==> config.mk <==
export PLATFORM = sky130hd
export DESIGN_NAME = alu_result_packer
export DESIGN_NICKNAME = d
export VERILOG_FILES = /design/src/rtl/alu_result_packer.sv
export SDC_FILE = /design/constraint.sdc
export NUM_CORES = 1
export LEC_CHECK = 0
export CORE_UTILIZATION = 46
export DETAILED_ROUTE_END_ITERATION = 16
export PLACE_DENSITY = 0.88
export SYNTH_ARGS = -nofsm -noshare
export SYNTH_HDL_FRONTEND = slang
export SYNTH_SLANG_ARGS = --single-unit
==> constraint.sdc <==
create_clock -name clk -period 1.95 [get_ports clk]
set_clock_uncertainty 0.2 [all_clocks]
set_input_delay 0.39 -clock clk [delete_from_list [all_inputs] [get_ports clk]]
set_output_delay 0.39 -clock clk [all_outputs]
set_load 0.02 [all_outputs]
==> src/rtl/alu_result_packer.sv <==
// Serialises each accepted ALU result into bytes for the TX FIFO write port,
// honouring FIFO back-pressure and counting results that arrive while busy.
module alu_result_packer #(
  parameter int unsigned DATA_WIDTH = 16,
  parameter bit          MSB_FIRST  = 1'b0
) (
  input  logic                  clk,
  input  logic                  RST,
  input  logic [DATA_WIDTH-1:0] ALU_OUT,
  input  logic                  OUT_VALID,
  input  logic                  FIFO_FULL,
  input  logic                  CLR_DROP,
  output logic [7:0]            WR_DATA,
  output logic                  WR_INC,
  output logic                  BUSY,
  output logic [7:0]            DROP_CNT
);

  localparam int unsigned NBYTES = DATA_WIDTH / 8;
  localparam int unsigned IdxW   = (NBYTES > 1) ? $clog2(NBYTES) : 1;

  typedef enum logic {StIdle, StSend} state_e;

  state_e                state_q, state_d;
  logic [DATA_WIDTH-1:0] hold_q, hold_d;
  logic [IdxW-1:0]       idx_q, idx_d;
  logic [7:0]            drop_cnt_q, drop_cnt_d;

  logic       last_idx;
  logic       last_push;
  logic       acc;
  logic       drop;
  logic [7:0] sel_byte;

  // Pick byte idx of hold in the configured transmit order.
  always_comb begin
    sel_byte = 8'h00;
    for (int k = 0; k < NBYTES; k++) begin
      if (idx_q == IdxW'(k)) begin
        if (MSB_FIRST) sel_byte = hold_q[DATA_WIDTH-1-8*k -: 8];
        else           sel_byte = hold_q[8*k +: 8];
      end
    end
  end

  always_comb begin
    BUSY    = (state_q == StSend);
    WR_INC  = BUSY & ~FIFO_FULL;
    WR_DATA = BUSY ? sel_byte : 8'h00;
  end

  assign last_idx  = (idx_q == IdxW'(NBYTES - 1));
  assign last_push = BUSY & WR_INC & last_idx;
  assign acc       = OUT_VALID & (~BUSY | last_push);
  assign drop      = OUT_VALID & ~acc;
  assign DROP_CNT  = drop_cnt_q;

  always_comb begin
    state_d = state_q;
    hold_d  = hold_q;
    idx_d   = idx_q;
    if (acc) begin
      // A new result on the last push edge continues straight into SEND.
      hold_d  = ALU_OUT;
      idx_d   = '0;
      state_d = StSend;
    end else if (WR_INC) begin
      if (last_idx) state_d = StIdle;
      else          idx_d   = idx_q + IdxW'(1);
    end
  end

  always_comb begin
    drop_cnt_d = drop_cnt_q;
    if (CLR_DROP) begin
      drop_cnt_d = 8'h00;
    end else if (drop && (drop_cnt_q != 8'hff)) begin
      drop_cnt_d = drop_cnt_q + 8'h01;
    end
  end

  always_ff @(posedge clk or negedge RST) begin
    if (!RST) begin
      state_q    <= StIdle;
      hold_q     <= '0;
      idx_q      <= '0;
      drop_cnt_q <= 8'h00;
    end else begin
      state_q    <= state_d;
      hold_q     <= hold_d;
      idx_q      <= idx_d;
      drop_cnt_q <= drop_cnt_d;
    end
  end

endmodule

==> qor_table.md, run 1 <==
| Parameter | Value | Unit |
| --- | --- | --- |
| Count of inserted antenna diode cells | 0 | - |
| Areal power density over the cells | 917 | nW/um^2 |
| Most instantiated flip-flop cell in the synthesis netlist | sky130_fd_sc_hd__dfrtp_1 | - |
| Most common cell after layout, fill and taps aside | sky130_fd_sc_hd__dfrtp_1 | - |
| Area inside the core boundary | 2730 | sq um |
| Classification of the worst setup path | reg2out | - |
| Clock tree from TritonCTS | done | - |
| Result of the run | complete, no violations | - |
| Static Leakage | 0.830 | nW |
| Worst-path clk slew | 0.14 | ns |
| Port buffer count | 38 | - |
| Congestion Overflow GR | 0 | - |
| RR Startpoint | idx_q$_DFFE_PN0P_ | - |
| Number of nets at the end of the flow | 181 | - |
| YS warnings | 0 | - |
| Number of CTS-inserted buffers | 3 | - |
| Number of synthesized flops with an enable pin | 0 | - |
| Type of the worst min-delay path | in2async | - |
| Final number of hold-violating endpoints | 0 | - |
| Final-layout setup total negative slack | 0 | ns |
| P&R area growth vs syn | 39.8 | % |
| H-Tree Level Count | 1 | - |
| Synthesized net count | 132 | - |
| Count of state elements after synthesis | 26 | - |
| # setup viols final | 0 | - |
| Number of top-level design ports | 39 | - |
| Clk Tree Root Cell | sky130_fd_sc_hd__clkbuf_4 | - |
| Storage cell area | 653 | sq um |
| Summed instance area of the synthesized netlist | 1330 | sq um |
| Crit Reg-Reg Endpoint | DROP_CNT[5]$_DFFE_PN0P_ | - |
| Violation count after the first detailed-route iteration | 20 | - |
| Die outline height | 55.7 | um |
| Wire length after detailed routing | 2880 | um |
| Routed via count | 1038 | - |
| Post-synthesis sequential area ratio | 49.1 | % |
| GRT Util Overall | 20.8 | % |
| Clock latency on the worst-skew pair | 0.32 | ns |
| Largest voltage drop on the vdd net | 0.000793 | V |
| Launch point of the critical path | idx_q$_DFFE_PN0P_ | - |
| Number of placement rows | 19 | - |
| Hold buffer count at cts | 0 | - |
| Number of global-route vias before repair | 1110 | - |
| Full die area | 3100 | sq um |
| Logic depth of the worst register-to-register path | 6 | - |
| Multi-input gate area in the final layout | 664 | sq um |
| Gate Count Post-Synth | 110 | - |
| Effective utilization at floorplan | 48.5 | % |
| Avg Synthesized Cell Area | 12.1 | sq um |
| CP Launch Type | flop | - |
| Maximum number of pins on one net before global-route repair | 27 | - |
| Share of async-settable or async-resettable flops after synthesis | 100 | % |
| Register-to-register setup slack | 0.07 | ns |
| Initial antenna violation count | 0 | - |
| Routed length per placed instance | 15.2 | um |
| Critical Path Fanout Max | 3 | - |
| Number of nets with antenna violations after routing | 0 | - |
| Placer's final routability congestion estimate | 0.787 | - |
| Worst path required time | 1.36 | ns |
| Setup crit end | WR_DATA[1] | - |
| Share of cells above drive strength 1 | 34.8 | % |
| Slew at the pin closest to its max-slew limit | 0.416 | ns |
| Clock Sinks | 26 | - |
| Setup repair after global routing missed its margin | true | - |
| Time the final worst path needs with I/O delays and setup | 1.93 | ns |
| Remaining DRCs | 0 | - |
| Global-route wire length before repair | 5120 | um |
| Total iterations of the first detailed-routing run | 4 | - |
| Layout filler cell count | 204 | - |
| Vias per cell | 5.49 | - |
| Critical Path Sink Type | primary output | - |
| Clock buffer depth | 2 | - |
| Fmax | 518 | MHz |
| Max-Slew Margin vs Limit | 72.2 | % |
| Detailed-placement wirelength estimate | 2030 | um |
| Crit path setup slack, layout | 0.0211 | ns |
| Reported max-cap violation count | 0 | - |
| Number of distinct library cells after synthesis | 29 | - |
| Final total power | 1.70 | mW |
| Highest-count cells in the layout ignoring fill and taps | 24 x sky130_fd_sc_hd__dfrtp_1, 20 x sky130_fd_sc_hd__clkdlybuf4s50_1, 18 x sky130_fd_sc_hd__mux2_2 | - |
| Die Width | 55.7 | um |
| Pins over their slew limit | 0 | - |
| Share of the cycle needed by the critical path after routing | 98.9 | % |
| Post-Place Worst Slack | -0.294 | ns |
| Worst path arrival time | 1.34 | ns |
-- power breakdown --
| part | internal, mW | total [mW] | switching (mW) |
|---|---|---|---|
| combinational | 0.333 | 0.615 | 0.282 |
| sequential | 0.653 | 0.720 | 0.0672 |
| clock | 0.208 | 0.365 | 0.157 |
| total | 1.19 | 1.70 | 0.506 |
-- final cells by class --
class | count | area share [%]
well taps | 31 | 2.09
clock inverters | 1 | 1.62
multi-input cells | 77 | 35.8
clock buffers | 3 | 1.21
repair buffers | 49 | 23.6
flip-flops and latches | 26 | 35.2
inverters | 2 | 0.405
-- cell usage after synthesis, drive strengths merged (2+ instances only) --
cell type	instances	area, sq um
clkbuf	2	7.51
dfrtp	26	651
mux2i	9	90.1
nor3	2	10.0
inv	2	7.51
nand2	5	18.8
buf	3	33.8
nor2	7	26.3
nand3	3	15.0
nor2b	12	75.1
mux2	19	218
a21oi	2	10.0
nand2b	4	32.5
-- flip-flops by register name (all words and copies together), names as in the netlist --
register / cells
idx_q: 1
BUSY: 1
DROP_CNT: 8
hold_q: 16
-- critical path, stage by stage (launching register included) --
cell and delay, ns:
sky130_fd_sc_hd__dfrtp_2 0.46, sky130_fd_sc_hd__buf_6 0.13, sky130_fd_sc_hd__mux2i_1 0.12, sky130_fd_sc_hd__nor2b_1 0.15, sky130_fd_sc_hd__buf_4 0.16
-- per-layer routing --
metal  wire length [um]  vias to the layer above  GRT usage [%]  part of all wire, %
li1                   -                      481              -                    -
met1               1270                      524           26.8                   44
met2               1440                       33           36.5                   50
met3                178                        0           3.95                  6.2
met4                  0                        0           4.29                    0
met5                  0                        -              0                    0
-- how the worst min path moves through the flow --
stage	start	to	slack (ns)
3_5_place_dp	hold_q[14]$_DFFE_PN0P_	hold_q[14]$_DFFE_PN0P_	0.30
2_1_floorplan	RST	BUSY$_DFFE_PN0P_	-0.11
4_1_cts	RST	hold_q[6]$_DFFE_PN0P_	0.22
3_3_place_gp	hold_q[4]$_DFFE_PN0P_	hold_q[4]$_DFFE_PN0P_	0.29
6_report	RST	idx_q$_DFFE_PN0P_	0.22
5_1_grt	RST	hold_q[14]$_DFFE_PN0P_	0.25
-- cells by family (layout without fill, tap and decap cells) --
family                   after synthesis  count (layout)  share of synthesized area, %
AND/OR/NAND/NOR                       38              38                          17.3
AO/OA/AOI/OAI                         10              10                          5.85
buffers and inverters                  7              55                          3.68
adder cells (fa/ha/maj)                1               1                         0.943
flip-flops                            26              26                          49.1
multiplexers                          28              28                          23.2
-- metrics by stage --
stage / util (%) / hold slack, ns / instances / instance area [sq um]
after floorplan: - / -0.106 / 110 / 1330
after global placement: 64.3 / 0.288 / 181 / 1760
after detailed placement: 64.3 / 0.296 / 181 / 1760
after CTS: 65.7 / 0.223 / 188 / 1800
after global routing: 67.8 / 0.247 / 189 / 1850
final: 67.8 / 0.218 / 189 / 1850
-- timing repair --
| action | CTS | global route |
|---|---|---|
| endpoints found under the setup margin | 38 | 17 |
| setup buffers | 3 | 1 |
| gates resized for setup | 45 | 18 |
| gates cloned | 0 | 0 |
| pin swaps | 1 | 2 |
Power figures use the tool's default switching activity.
==> run 2: changes to the inputs <==
HOLD_SLACK_MARGIN = 0.08   (was unset)
SLEW_MARGIN = 30   (was unset)
==> results of run 2 <==
Same layout as run 1: the final DEF is identical, and so are final timing and power.
